[config.mk]
export PLATFORM = sky130hd
export DESIGN_NAME = bpu_dyn_flat
export DESIGN_NICKNAME = d
export VERILOG_FILES = /design/src/rtl/bpu_dyn_if.sv /design/src/rtl/bpu_dyn.sv /design/src/flat_wrapper.sv
export SDC_FILE = /design/constraint.sdc
export NUM_CORES = 1
export LEC_CHECK = 0
export CAP_MARGIN = 40
export CELL_PAD_IN_SITES_DETAIL_PLACEMENT = 1
export CELL_PAD_IN_SITES_GLOBAL_PLACEMENT = 2
export CORE_UTILIZATION = 25
export CTS_CLUSTER_DIAMETER = 30
export DETAILED_ROUTE_END_ITERATION = 10
export GPL_ROUTABILITY_DRIVEN = 0
export GPL_TIMING_DRIVEN = 0
export PLACE_DENSITY = 0.6
export SETUP_SLACK_MARGIN = 0.4
export SYNTH_ARGS = -nofsm -noshare
export SYNTH_HDL_FRONTEND = slang
export SYNTH_SLANG_ARGS = --single-unit
[constraint.sdc]
create_clock -name clk -period 3.21 [get_ports clk]
set_input_delay 0.321 -clock clk [delete_from_list [all_inputs] [get_ports clk]]
set_output_delay 0.321 -clock clk [all_outputs]
set_load 0.03 [all_outputs]
[src/rtl/bpu_dyn_if.sv]
// Fetch-side and execute-side signals of the dynamic branch predictor.
// The predictor takes the slave modport; the pipeline drives the master side.
interface bpu_dyn_if #(
    parameter int ADDR_W = 32,
    parameter int IDX_W  = 6
);
    logic [ADDR_W-1:0] pc_i;
    logic [31:0]       ins_i;
    logic              instr_rsp_vld;
    logic              prdt_taken_o;
    logic [ADDR_W-1:0] jump_op1_o;
    logic [ADDR_W-1:0] jump_op2_o;
    logic [IDX_W-1:0]  prdt_idx_o;
    logic              upd_vld_i;
    logic [IDX_W-1:0]  upd_idx_i;
    logic              upd_taken_i;

    modport master (
        output pc_i, ins_i, instr_rsp_vld,
        output upd_vld_i, upd_idx_i, upd_taken_i,
        input  prdt_taken_o, jump_op1_o, jump_op2_o, prdt_idx_o
    );

    modport slave (
        input  pc_i, ins_i, instr_rsp_vld,
        input  upd_vld_i, upd_idx_i, upd_taken_i,
        output prdt_taken_o, jump_op1_o, jump_op2_o, prdt_idx_o
    );
endinterface

[src/rtl/bpu_dyn.sv]
// Dynamic branch predictor: 2-bit counter table indexed by PC.
// Define BPU_RAS_EN to add a circular return-address stack.
module bpu_dyn #(
    parameter int ADDR_W    = 32,
    parameter int BHT_DEPTH = 64,
    parameter int RAS_DEPTH = 4
) (
    input logic      clk,
    input logic      rst,
    bpu_dyn_if.slave bus
);
    localparam int IDX_W = $clog2(BHT_DEPTH);
    localparam logic [6:0] OP_JAL  = 7'b1101111;
    localparam logic [6:0] OP_BR   = 7'b1100011;

    logic [31:0]       ins;
    logic [ADDR_W-1:0] pc;
    logic              vld;
    logic              is_jal;
    logic              is_br;
    logic [ADDR_W-1:0] imm_j;
    logic [ADDR_W-1:0] imm_b;
    logic [IDX_W-1:0]  idx;

    assign ins    = bus.ins_i;
    assign pc     = bus.pc_i;
    assign vld    = bus.instr_rsp_vld;
    assign is_jal = ins[6:0] == OP_JAL;
    assign is_br  = ins[6:0] == OP_BR;
    assign idx    = pc[IDX_W+1:2];

    assign imm_j = {{(ADDR_W-21){ins[31]}}, ins[31], ins[19:12],
                    ins[20], ins[30:21], 1'b0};
    assign imm_b = {{(ADDR_W-13){ins[31]}}, ins[31], ins[7],
                    ins[30:25], ins[11:8], 1'b0};

    logic [BHT_DEPTH-1:0] bht_v;
    logic [1:0]           bht_c [BHT_DEPTH];
    logic                 cur_v;
    logic [1:0]           cur_c;
    logic [1:0]           nxt_c;

    always_comb begin
        cur_v = bht_v[bus.upd_idx_i];
        cur_c = bht_c[bus.upd_idx_i];
        nxt_c = cur_c;
        if (!cur_v)
            nxt_c = bus.upd_taken_i ? 2'b10 : 2'b01;
        else if (bus.upd_taken_i)
            nxt_c = (cur_c == 2'b11) ? 2'b11 : cur_c + 2'b01;
        else
            nxt_c = (cur_c == 2'b00) ? 2'b00 : cur_c - 2'b01;
    end

    // Writes land at the edge, so a same-cycle lookup sees the old entry.
    always_ff @(posedge clk) begin
        if (rst) begin
            bht_v <= '0;
            for (int i = 0; i < BHT_DEPTH; i++)
                bht_c[i] <= 2'b01;
        end else if (bus.upd_vld_i) begin
            bht_v[bus.upd_idx_i] <= 1'b1;
            bht_c[bus.upd_idx_i] <= nxt_c;
        end
    end

`ifdef BPU_RAS_EN
    localparam int RAS_W = (RAS_DEPTH > 1) ? $clog2(RAS_DEPTH) : 1;

    logic [ADDR_W-1:0] ras [RAS_DEPTH];
    logic [RAS_W-1:0]  ras_ptr;
    logic [RAS_W:0]    ras_cnt;
    logic [4:0]        rd;
    logic [4:0]        rs1;
    logic              is_jalr;
    logic              rd_link;
    logic              rs1_link;
    logic              do_push;
    logic              do_pop;
    logic              pop_hit;
    logic [ADDR_W-1:0] pc4;

    assign rd       = ins[11:7];
    assign rs1      = ins[19:15];
    assign is_jalr  = ins[6:0] == 7'b1100111;
    assign rd_link  = (rd == 5'd1) || (rd == 5'd5);
    assign rs1_link = (rs1 == 5'd1) || (rs1 == 5'd5);
    assign pc4      = pc + ADDR_W'(4);
    assign do_push  = vld && (is_jal || is_jalr) && rd_link;
    assign do_pop   = vld && is_jalr && rs1_link &&
                      ((rd == 5'd0) || (rd_link && (rd != rs1)));
    assign pop_hit  = do_pop && (ras_cnt != '0);

    // ras_ptr names the top entry; a push on full wraps onto the oldest.
    always_ff @(posedge clk) begin
        if (rst) begin
            ras_ptr <= '0;
            ras_cnt <= '0;
        end else if (pop_hit && do_push) begin
            ras[ras_ptr] <= pc4;
        end else if (do_push) begin
            ras[ras_ptr + 1'b1] <= pc4;
            ras_ptr <= ras_ptr + 1'b1;
            if (ras_cnt != (RAS_W+1)'(RAS_DEPTH))
                ras_cnt <= ras_cnt + 1'b1;
        end else if (pop_hit) begin
            ras_ptr <= ras_ptr - 1'b1;
            ras_cnt <= ras_cnt - 1'b1;
        end
    end
`endif

    logic              taken;
    logic [ADDR_W-1:0] op1;
    logic [ADDR_W-1:0] op2;

    always_comb begin
        taken = 1'b0;
        op1   = pc;
        op2   = ADDR_W'(4);
        unique case (1'b1)
            is_jal: begin
                taken = 1'b1;
                op2   = imm_j;
            end
            is_br: begin
                taken = bht_v[idx] ? bht_c[idx][1] : imm_b[ADDR_W-1];
                op2   = imm_b;
            end
            default: begin
            end
        endcase
`ifdef BPU_RAS_EN
        if (pop_hit) begin
            taken = 1'b1;
            op1   = ras[ras_ptr];
            op2   = '0;
        end
`endif
    end

    logic              hold_taken;
    logic [ADDR_W-1:0] hold_op1;
    logic [ADDR_W-1:0] hold_op2;
    logic [IDX_W-1:0]  hold_idx;

    always_ff @(posedge clk) begin
        if (rst) begin
            hold_taken <= 1'b0;
            hold_op1   <= '0;
            hold_op2   <= '0;
            hold_idx   <= '0;
        end else if (vld) begin
            hold_taken <= taken;
            hold_op1   <= op1;
            hold_op2   <= op2;
            hold_idx   <= idx;
        end
    end

    assign bus.prdt_taken_o = vld ? taken : hold_taken;
    assign bus.jump_op1_o   = vld ? op1   : hold_op1;
    assign bus.jump_op2_o   = vld ? op2   : hold_op2;
    assign bus.prdt_idx_o   = vld ? idx   : hold_idx;
endmodule
[src/flat_wrapper.sv]
// flat-port wrapper written by rule: the top's interface ports become plain ports
module bpu_dyn_flat 
#(
    parameter int ADDR_W    = 32,
    parameter int BHT_DEPTH = 64,
    parameter int RAS_DEPTH = 4
)
  (clk, rst, bus_pc_i, bus_ins_i, bus_instr_rsp_vld, bus_upd_vld_i, bus_upd_idx_i, bus_upd_taken_i, bus_prdt_taken_o, bus_jump_op1_o, bus_jump_op2_o, bus_prdt_idx_o);
  bpu_dyn_if #(.ADDR_W(ADDR_W)) bus_i ();
  input logic clk;
  input logic rst;
  input wire logic [$bits(bus_i.pc_i)-1:0] bus_pc_i;
  input wire logic [$bits(bus_i.ins_i)-1:0] bus_ins_i;
  input wire logic [$bits(bus_i.instr_rsp_vld)-1:0] bus_instr_rsp_vld;
  input wire logic [$bits(bus_i.upd_vld_i)-1:0] bus_upd_vld_i;
  input wire logic [$bits(bus_i.upd_idx_i)-1:0] bus_upd_idx_i;
  input wire logic [$bits(bus_i.upd_taken_i)-1:0] bus_upd_taken_i;
  output wire logic [$bits(bus_i.prdt_taken_o)-1:0] bus_prdt_taken_o;
  output wire logic [$bits(bus_i.jump_op1_o)-1:0] bus_jump_op1_o;
  output wire logic [$bits(bus_i.jump_op2_o)-1:0] bus_jump_op2_o;
  output wire logic [$bits(bus_i.prdt_idx_o)-1:0] bus_prdt_idx_o;
  assign bus_i.pc_i = bus_pc_i;
  assign bus_i.ins_i = bus_ins_i;
  assign bus_i.instr_rsp_vld = bus_instr_rsp_vld;
  assign bus_i.upd_vld_i = bus_upd_vld_i;
  assign bus_i.upd_idx_i = bus_upd_idx_i;
  assign bus_i.upd_taken_i = bus_upd_taken_i;
  assign bus_prdt_taken_o = bus_i.prdt_taken_o;
  assign bus_jump_op1_o = bus_i.jump_op1_o;
  assign bus_jump_op2_o = bus_i.jump_op2_o;
  assign bus_prdt_idx_o = bus_i.prdt_idx_o;
  bpu_dyn #(.ADDR_W(ADDR_W), .BHT_DEPTH(BHT_DEPTH), .RAS_DEPTH(RAS_DEPTH)) u_core (.clk(clk), .rst(rst), .bus(bus_i));
endmodule
==> summary.txt, run 1 <==
Route
  • WL final: roughly 55,000 microns
  • # DRC: 0
  • Violation count after the first detailed-routing iteration: 748
  • Vias: approximately 11,000
  • DRT Pass-1 Iters: 5
  • Routed vias/inst: 4.918
  • Wirelength per Cell: 24.56 microns
  • Antenna-violating nets left: 0

STA
  • Max-slew headroom: 37.15%
  • Fin crit share: 99.31%
  • Clock Skew: 19.84 ps
  • Shortest period the worst path allows: approximately 3200 ps
  • Fmax: 313.7 MHz
  • Hold Vio Cnt, Final: 0
  • RSZ-0062 raised after global routing: yes
  • Measured slew at the worst slew-check pin: 939.2 ps
  • WHS: 191.4 ps
  • Pins Over Slew Limit: 0
  • Final setup violation count: 0

Logic synthesis
  • FFs w/ async S/R, synth: 0%
  • Syn Nets: 1,309
  • Post-synthesis register bit count: 263
  • Fraction of the mapped netlist area in simple logic gates: 17.47%
  • Mux contribution to synthesized area: 15.18%
  • Post-synth EDFFs: 128
  • Post-Synth XOR/XNOR Area: 0%
  • Cell variety after synth: 57
  • Main combinational cell family by area after synthesis: simple AND/OR/NAND/NOR gates
  • Post-Syn Area: roughly 0.013 sq mm
  • Primary FF master, synth: dfxtp_1
  • Post-Synth Adder-Cell Area: 0%
  • YS warnings: 0
  • Seq/Total Area, Yosys: 50.74%
  • Avg Synthesized Cell Area: 10.46 sq um
  • Synthesized instance count: 1,234
  • Synth Area in Compound Gates: 9.727%

Floorplan
  • Starting Density: 25.51%
  • Rows: 82
  • Core ar.: 0.05058 sq mm
  • Die height: approximately 230 microns
  • Die span in x: 229.2 microns
  • Die ar.: 0.05252 sq mm
  • Top Ports: 146

Clocking
  • Clk_lat worst skew: 610 ps
  • Clock transition at path regs: 40 ps
  • Clk buf depth: 3
  • CTS Root Cell: clkbuf_16
  • Clock buffer count from CTS: between 80 and 90
  • CTS tree: done
  • H-tree levels: 3
  • CTS sink cnt: ~260
  • Hold-fix buffers at CTS: 0

Cells and area
  • Commonest non-fill, non-tap cells in the layout: dfxtp_1, edfxtp_1, nand2_1
  • Final #Nets: 1,568
  • Share of layout cells above drive strength 1: 25.80%
  • Area growth syn-to-layout: 45.16%
  • Commonest non-fill, non-tap cell in the layout: dfxtp_1
  • ANT cells: 0

Setup path
  • Crit path launch type: register
  • Req. time, crit path: 2890 ps
  • Critical path class: reg2out
  • WP data arrival: roughly 2900 ps
  • Crit Path Max Fanout: 2
  • Crit end category: output pin
  • Register-to-Register Path Depth: 10

GRT
  • Vias in the first global route: about 11,000
  • GR Overflow Total: 0
  • Initial antenna violation count: 2
  • First-pass GRT wire length: 79,920 microns
  • Gr usage total: approximately a fifth
  • Largest net degree at the start of global routing: 12

Place
  • Port Buffers: 135
  • DP Wirelength: a little over 40,000 microns

Run
  • Max_cap viols: 0

Pwr
  • Total Power Consumption: 13.51 mW
  • Flop pwr share: 27.0%
  • PD cells: 721.4 mW/mm^2
  • Combinational Power Share: 9.6%
  • Worst vdd ir: between 400 and 500 uV
  • Cell-internal power: 10.32 mW
  • Sw Ratio: 23.60%
  • Net Switching: 3.188 mW
  • Leak pwr: ~6.7 nW
  • Clock power frac: between 60% and 70%

Run status
  • Outcome: complete, no violations

Min path
  • Worst Hold Class: in2reg
  • Hold path depth: 4
## worst max-delay path, stage by stage, from the launching register on
cell and delay [ps]:
edfxtp_1 400, mux4_2 520, mux4_2 560, o2111ai_4 270, o21ai_2 90, mux2i_1 190
o21ai_2 80, buf_6 150
## cell families (layout without fill, tap and decap cells)
| logic type | Yosys count | count (layout) |
|---|---|---|
| buffers and inverters | 199 | 527 |
| AND/OR/NAND/NOR | 448 | 448 |
| flip-flops | 263 | 263 |
| multiplexers | 124 | 124 |
| AO/OA/AOI/OAI | 200 | 200 |
## per-stage QoR
step | area (sq um) | TNS (ps) | cells | worst slack, ps | util [%]
after floorplan | 12910 | 0 | 1234 | 425.5 | -
final | 18730 | 0 | 2234 | 22.17 | 37.03
after global placement | 15100 | -454070 | 2041 | -2667 | 29.85
after CTS | 18550 | -32.04 | 2231 | -32.04 | 36.68
after detailed placement | 15460 | -220940 | 2070 | -1297 | 30.56
after global routing | 18730 | -68.16 | 2234 | -68.16 | 37.03
## path summary, 6_finish.rpt
path	start	endpoint	slack [ps]
worst max-delay path	u_core.bht_c[35][1]	bus_prdt_taken_o	20
worst max register to register	u_core.bht_c[55][1]	u_core.bht_c[5][0]	460
worst min-delay path	bus_pc_i[5]	u_core.hold_op1[5]	190
worst min register to register	u_core.bht_v[61]	u_core.bht_v[61]	480
## Yosys cell counts, types with 2 or more instances
library cell,instances,area [sq um]
inv_1,96,360.4
o21a_1,2,15.01
o211ai_1,3,22.52
o22ai_1,9,56.30
a221oi_1,25,219.0
mux2i_1,28,280.3
nand3_1,60,300.3
buf_1,11,41.29
buf_6,11,123.9
buf_4,8,60.06
buf_2,14,70.07
clkbuf_1,56,210.2
a31oi_1,2,12.51
a21oi_1,19,95.09
nand2b_1,64,400.4
mux2_2,41,461.7
o21ai_1,2,10.01
o21ai_0,99,495.5
nand3_2,10,100.1
nand4_1,6,37.54
nand2_1,116,435.4
dfxtp_1,135,2703
nor3b_1,3,22.52
edfxtp_1,128,3844
nor3_1,6,30.03
mux4_2,52,1171
mux2_1,2,22.52
a221oi_2,2,30.03
o221ai_1,3,26.28
nor2b_1,80,500.5
a22oi_1,21,157.7
nor2_1,93,349.1
nand3b_1,2,15.01
and2_1,2,12.51
## final cells by class
type	instances	area (sq um)
sequential	263	6549
fill	5586	31850
buffer	102	628.1
multi-input combinational	772	5687
inverter	97	367.9
tap	672	840.8
clock inverter	50	686.9
clock buffer	103	2253
timing repair buffer	175	1717
## power by group through the flow
| stage | Sequential [mW] | Clock, mW | Combinational [mW] |
|---|---|---|---|
| 2_1_floorplan | 3.69 | 0 | 0.677 |
| 3_3_place_gp | 3.70 | 0 | 1.18 |
| 3_5_place_dp | 3.70 | 0 | 1.22 |
| 4_1_cts | 3.65 | 8.69 | 1.26 |
| 5_1_grt | 3.66 | 8.87 | 1.36 |
| 6_report | 3.65 | 8.56 | 1.30 |
## sequential cells by signal, summed over array words and instances, names as in the netlist
name / count
u_core.bht_c: 128
u_core.bht_v: 64
u_core.hold_taken: 1
u_core.hold_op2: 32
u_core.hold_idx: 6
u_core.hold_op1: 32
## routing by layer
metal	part of all wire [%]	routed length, microns	global-route usage, %	up-vias
met3	6.3	3443	4.457	97
li1	-	-	-	4918
met4	3.1	1703	8.292	0
met2	46	25130	33.36	435
met1	45	24600	27.80	5536
met5	0	0	0	-
## what timing repair did
action                                  in CTS  in global routing
pin swaps                                    2                 11
endpoints found under the setup margin     278                185
gates resized for setup                    140                 77
setup buffers                                8                  3
(Power assumes the default switching activity.)
==> run 2: changes to the inputs <==
- MAX_ROUTING_LAYER: default -> met4
- SLEW_MARGIN: default -> 25
- clock period: 3.21 -> 3.24 ns (I/O delays scaled with it)
==> run 2 against run 1 <==
  * Global-route usage up 0.71 points
  * Wire length increased by 0.18%
  * Highest routed layer unchanged
  * Worst hold slack better by 130 ps
  * Critical path type unchanged
  * Largest cell class unchanged
  * Clock skew up 3.6 ps
  * Final cell count shrank 0.72%
  * Largest power group unchanged
  * Final area down 2.8%
==> summary.txt, run 2 (synthesized netlist as in run 1, its figures left out) <==
GRT
  • Gr usage total: 21.73% (+0.71 points)
  • Met2 Resource Use GR: 33.50% (+0.14 points)
  • First-pass GRT wire length: 79,940 microns (about the same)
  • Largest net degree at the start of global routing: 12 (unchanged)
  • GRT met3 Usage: 5.329% (+0.87 points)
  • Routing usage on met1: 27.26% (-0.55 points)
  • Initial antenna violation count: 1 (-1)
  • Vias in the first global route: 11,549 (+1.2%)
  • GR Overflow Total: 0 (unchanged)
  • GR peak layer: met2

Pwr
  • PD cells: 677.1 mW/mm^2 (-6.1%)
  • Leak pwr: 6.458 nW (-4.1%)
  • Total Power Consumption: 12.33 mW (-8.8%)
  • Worst vdd ir: 342.3 uV (-22%)

STA
  • Final setup violation count: 0 (unchanged)
  • Final TNS setup: 0 ps (unchanged)
  • Pins Over Slew Limit: 0 (unchanged)
  • RSZ-0062 raised after global routing: yes
  • Hold Vio Cnt, Final: 0 (unchanged)
  • Fmax: 312.4 MHz
  • Clock Skew: 23.45 ps (+3.604 ps)
  • Shortest period the worst path allows: 3201 ps
  • Max-slew headroom: 39.34% (+2.2 points)
  • Measured slew at the worst slew-check pin: 909.8 ps (-29.38 ps)
  • Fin crit share: a little over nine tenths
  • WHS: 317.3 ps (+126.0 ps)

Cells and area
  • Area growth syn-to-layout: 41.14%
  • Final #Nets: 1,554 (-0.89%)
  • Top Registers: u_core.bht_c: 128 flops, u_core.bht_v: 64 flops
  • ANT cells: 0 (unchanged)
  • Final non-filler cell area: 0.01821 sq mm (-2.8%)
  • Post-Route Utilization: 36.00% (-1.0 points)
  • Top reg by flops: u_core.bht_c
  • Commonest non-fill, non-tap cells in the layout: dfxtp_1, edfxtp_1, nand2_1
  • Share of layout cells above drive strength 1: 23.93% (-1.9 points)
  • Commonest non-fill, non-tap cell in the layout: dfxtp_1
  • Max FFs per register: 128 (unchanged)

Route
  • Vias: 11,014 (+0.25%)
  • Antenna-violating nets left: 0 (unchanged)
  • Routed vias/inst: 4.966 (+0.98%)
  • Violation count after the first detailed-routing iteration: 785 (+4.9%)
  • Wirelength per Cell: 24.79 microns (+0.90%)
  • # DRC: 0 (unchanged)
  • WL final: 54,980 microns (+0.18%)
  • DRT Pass-1 Iters: 7 (+2)

Min path
  • Hold path depth: 5 (+1)
  • Worst Hold Class: in2reg
  • WHS Endpoint: u_core.bht_v[51]
  • Hold Crit Start: bus_upd_idx_i[4]

Clocking
  • Clock transition at path regs: 40 ps (about the same)
  • Clk_lat worst skew: 610 ps (about the same)
  • CTS tree: done
  • Hold-fix buffers at CTS: 0 (unchanged)
  • H-tree levels: 3 (unchanged)
  • CTS Root Cell: clkbuf_16
  • Clock buffer count from CTS: 81 (-1.2%)
  • Clk buf depth: 3 (unchanged)
  • CTS sink cnt: 263 (unchanged)

Floorplan
  • Top Ports: 146 (unchanged)
  • Die height: 229.2 microns (unchanged)
  • Starting Density: 25.51% (unchanged)
  • Core ar.: 0.05058 sq mm (unchanged)
  • Die ar.: 0.05252 sq mm (unchanged)
  • Rows: 82 (unchanged)
  • Die span in x: 229.2 microns (unchanged)

Place
  • Placed cell area: 0.01531 sq mm (-0.97%)
  • Port Buffers: 135 (unchanged)
  • DP Wirelength: 39,150 microns (-3.6%)

Setup path
  • Critical path class: reg2out
  • Req. time, crit path: 2920 ps (+30 ps)
  • WP data arrival: 2880 ps (about the same)
  • Register-to-Register Path Depth: 10 (unchanged)
  • Crit path cell chain: mux4_2 -> mux4_2 -> o2111ai_4 -> o21ai_1 -> mux2i_1 -> o21ai_2 -> buf_6
  • Crit path launch type: register
  • Reg-to-Reg Start: u_core.bht_c[15][1]
  • R2R Setup Slk: 470 ps (about the same)
  • Kind of cell adding the most delay to the critical path: multiplexers
  • CP most frequent cell: mux4_2
  • Critical Path Slowest Stage Cell: mux4_2
  • Worst path bufs/invs: 1 (unchanged)
  • Crit Path Max Fanout: 2 (unchanged)
  • R2R Path End: u_core.bht_c[10][0]
  • Crit end category: output pin
  • Worst path max stage delay: 560 ps (about the same)

Run
  • Max_cap viols: 0 (unchanged)

Run status
  • Outcome: complete, no violations
[run 2: cell count changes in the layout (fill, tap and decap cells not counted), sizes merged]
cell	delta
clkinv	-7
dlygate4sd2	+1
clkbuf	+17
clkinvlp	+1
buf	-15
clkdlybuf4s18	-1
bufinv	-13
dlymetal6s2s	-1
clkdlybuf4s15	+2
[run 2: final cells by class]
cell class                 instances  area [sq um]
buffer                           102         616.8
clock buffer                     119          2332
clock inverter                    31         280.3
fill                            5562         32370
inverter                          97         367.9
multi-input combinational        772          5680
sequential                       263          6549
tap                              672         840.8
timing repair buffer             162          1543
[run 2: metal layers]
layer,share of wire [%],vias up
met4,3.7,0
li1,-,4885
met1,44,5558
met3,6.8,117
met2,46,454
met5,0,-
[run 2: power breakdown]
| part | total, mW | internal (mW) | switching [mW] |
|---|---|---|---|
| Clock | 7.45 | 5.17 | 2.29 |
| Combinational | 1.26 | 0.489 | 0.771 |
| Sequential | 3.62 | 3.58 | 0.0362 |
[run 2: worst max path at each step]
stage / start / endpoint / slack (ps) / cells past startpoint
floorplan: bus_pc_i[2] / bus_prdt_taken_o / 450 / 9
global placement: bus_upd_idx_i[2] / u_core.bht_c[28][0] / -2640 / 8
detailed placement: bus_upd_idx_i[2] / u_core.bht_c[63][0] / -1230 / 8
CTS: u_core.bht_c[38][1] / bus_prdt_taken_o / 5 / 7
global route: u_core.bht_v[37] / bus_prdt_taken_o / -30 / 8
finish: u_core.bht_c[47][1] / bus_prdt_taken_o / 40 / 7
[run 2: tightest hold or removal path: stages]
cell and delay [ps]:
buf_2 180, nand2_1 80, nor2_1 60, nand2_1 110, o21ai_0 90
[run 2: what timing repair did]
action | CTS | global route
pin swaps | 6 | 8
resized for setup | 151 | 46
endpoints found under the setup margin | 278 | 166
setup buffers | 9 | 3
[run 2: stage by stage]
step                      std cells  worst slack (ps)
after global routing           2218            -32.18
after global placement         2041             -2640
after detailed placement       2055             -1225
after CTS                      2214             5.066
final                          2218             38.69
after floorplan                1234             449.5
==> run 3: changes to the inputs <==
- SLEW_MARGIN: 25 -> 20
- clock period: 3.24 -> 4 ns (I/O delays scaled with it)
==> run 3 against run 2 <==
  * Die area is the same
  * Largest power group unchanged
  * Register-to-register slack gained 620 ps
  * First-iteration DRC count grew 14%
  * Flip-flop and latch count is the same
  * Combinational power shrank 20%
  * Highest routed layer unchanged
  * Critical endpoint is now u_core.bht_c[62][0]
  * Clock power shrank 11%
==> summary.txt, run 3 (synthesized netlist as in run 1, its figures left out) <==
STA
  • Setup WS post-layout: 470.6 ps (+431.9 ps)
  • Hold Vio Cnt, Final: 0 (unchanged)
  • Fmax: roughly 280 MHz
  • Measured slew at the worst slew-check pin: 900.2 ps (-9.601 ps)
  • Shortest period the worst path allows: 3529 ps
  • Final setup violation count: 0 (unchanged)
  • Clock Skew: 20.34 ps (-3.109 ps)
  • Fin crit share: about 90%
  • Max-slew headroom: 39.98% (+0.64 points)
  • RSZ-0062 raised after global routing: yes
  • Pins Over Slew Limit: 0 (unchanged)

Setup path
  • R2R Path End: u_core.bht_c[23][0]
  • R2R Setup Slk: 1090 ps (+620 ps)
  • Critical Path End: u_core.bht_c[62][0]
  • Critical path class: in2reg
  • Crit end category: register
  • Launch point of the worst path: bus_upd_idx_i[2]
  • Crit path launch type: primary input
  • CP most frequent cell: clkbuf_2
  • WP data arrival: 3830 ps (+950 ps)
  • Kind of cell adding the most delay to the critical path: buffers and inverters
  • Critical Path Slowest Stage Cell: nor2_2
  • Critical Path Stages: 9 (+2)
  • Crit path cell chain: clkdlybuf4s50_1 -> clkbuf_2 -> buf_2 -> buf_6 -> nand3b_1 -> nor2_2 -> clkbuf_2 -> nand2_1 -> nand2b_1
  • Reg-to-Reg Start: u_core.bht_c[57][1]
  • Crit Path Max Fanout: 10 (+8)
  • Worst path bufs/invs: 5 (+4)
  • Req. time, crit path: 4300 ps (+1380 ps)
  • Register-to-Register Path Depth: 10 (unchanged)
  • Worst path max stage delay: 690 ps (+130 ps)

Clocking
  • CTS Root Cell: clkbuf_16
  • Clk buf depth: 3 (unchanged)
  • Clock transition at path regs: 40 ps (about the same)
  • CTS tree: done
  • H-tree levels: 3 (unchanged)
  • Clk_lat worst skew: 610 ps (about the same)
  • Hold-fix buffers at CTS: 0 (unchanged)
  • CTS sink cnt: 263 (unchanged)
  • Clock buffer count from CTS: 82 (+1.2%)

Pwr
  • Combinational Power Share: 9.6% (-0.6 points)
  • PD cells: 577.6 mW/mm^2 (-15%)
  • Clock power frac: 62.7% (+2.2 points)
  • Flop pwr share: 27.7% (-1.6 points)
  • Net Switching: 2.552 mW (-17%)
  • Total Power Consumption: 10.56 mW (-14%)
  • Leak pwr: 6.459 nW (about the same)
  • Worst vdd ir: 312.9 uV (-8.6%)
  • Cell-internal power: 8.008 mW (-13%)
  • Sw Ratio: 24.17% (-0.92 points)

GRT
  • Initial antenna violation count: 1 (unchanged)
  • Vias in the first global route: 11,536 (-0.11%)
  • GR Overflow Total: 0 (unchanged)
  • Largest net degree at the start of global routing: 12 (unchanged)
  • First-pass GRT wire length: 81,330 microns (+1.7%)
  • Gr usage total: 22.21% (+0.48 points)

Route
  • Routed vias/inst: 4.958 (-0.16%)
  • WL final: 56,250 microns (+2.3%)
  • # DRC: 0 (unchanged)
  • Vias: 11,016 (+0.018%)
  • DRT Pass-1 Iters: 5 (-2)
  • Wirelength per Cell: 25.31 microns (+2.1%)
  • Violation count after the first detailed-routing iteration: 894 (+14%)
  • Antenna-violating nets left: 0 (unchanged)

Floorplan
  • Die ar.: 0.05252 sq mm (unchanged)
  • Rows: 82 (unchanged)
  • Die span in x: 229.2 microns (unchanged)
  • Die height: 229.2 microns (unchanged)
  • Starting Density: 25.51% (unchanged)
  • Top Ports: 146 (unchanged)
  • Core ar.: 0.05058 sq mm (unchanged)

Run
  • Max_cap viols: 0 (unchanged)

Cells and area
  • Commonest non-fill, non-tap cell in the layout: dfxtp_1
  • Top reg by flops: u_core.bht_c
  • Area growth syn-to-layout: 41.69%
  • Max FFs per register: 128 (unchanged)
  • Final non-filler cell area: 0.01828 sq mm (+0.39%)
  • Commonest non-fill, non-tap cells in the layout: dfxtp_1, edfxtp_1, clkdlybuf4s50_1
  • Top Registers: u_core.bht_c: 128 flops, u_core.bht_v: 64 flops
  • Share of layout cells above drive strength 1: 20.92% (-3.0 points)
  • Post-Route Utilization: 36.14% (+0.14 points)
  • Final #Nets: 1,558 (+0.26%)
  • Fill count: 5,574 (+0.22%)
  • Post-route insts no fill: 2,222 (+0.18%)

Place
  • Dpl cells: 2,061 (+0.29%)
  • Worst slack, placed: -759.1 ps (+466.2 ps)
  • Port Buffers: 135 (unchanged)
  • Placed cell area: 0.01535 sq mm (+0.27%)
  • DP Wirelength: 40,430 microns (+3.3%)

Min path
  • Worst Hold Class: in2reg
  • Hold path depth: 3 (-2)

Run status
  • Outcome: complete, no violations
## run 3: changes by cell type in the layout (fill, tap and decap cells not counted), moves of 7 or more
cell	delta
bufinv_16	+10
clkdlybuf4s50_1	+23
nor2_4	-7
buf_6	+10
clkbuf_4	-10
buf_4	-8
clkbuf_2	-7
## run 3: layer usage
metal  share of wire, %  track usage (%)  vias to the layer above  wire (microns)
met3                6.5            4.968                      115            3658
met1                 44            28.15                     5525           24910
met2                 46            34.20                      472           25670
met4                3.6            8.896                        0            2010
li1                   -                -                     4904               -
met5                  0                -                        -               0
## run 3: layout make-up
type	instances	area, sq um	share of cell area, %
multi-input cells	772	5504	30.11
repair buffers	165	1635	8.945
clock buffers	103	2222	12.16
diodes	1	2.502	0.01369
well taps	672	840.8	4.599
flip-flops and latches	263	6546	35.81
plain buffers	102	554.3	3.032
inverters	97	364.1	1.992
clock inverters	47	611.8	3.347
## run 3: worst register-to-register path, delay by kind of cell (launching register included)
| family | cells | cell delay (ps) |
|---|---|---|
| DFF | 1 | 430 |
| buffers and inverters | 2 | 410 |
| AOI/OAI and AO/OA | 4 | 940 |
| and+or+nand+nor | 2 | 390 |
| muxes | 2 | 460 |
## run 3: worst min path at each step
stage | endpoint | start
after floorplan | u_core.bht_v[44] | u_core.bht_v[44]
after global placement | u_core.bht_v[23] | u_core.bht_v[23]
after detailed placement | u_core.bht_v[23] | u_core.bht_v[23]
after CTS | u_core.hold_op2[22] | bus_instr_rsp_vld
after global routing | u_core.hold_op2[24] | bus_instr_rsp_vld
final | u_core.hold_op2[9] | bus_instr_rsp_vld
## run 3: what timing repair did
item / in CTS / in global routing
endpoints found under the setup margin: 165 / 65
gates resized for setup: 23 / 6
pin swaps: 0 / 1
buffers inserted: 3 / 4
## run 3: stage by stage
step / setup TNS [ps] / hold slack [ps]
6_report: 0 / 434.9
2_1_floorplan: 0 / 451.8
3_3_place_gp: -228940 / 473.3
3_5_place_dp: -92580 / 476.2
5_1_grt: 0 / 487.2
4_1_cts: 0 / 401.8
## run 3: power by group through the flow
stage	Clock [mW]	Combinational, mW	Sequential (mW)
detailed placement	0	0.983	2.97
floorplan	0	0.543	2.96
CTS	6.71	1.00	2.93
finish	6.62	1.01	2.93
global route	6.87	1.06	2.93
global placement	0	0.962	2.97
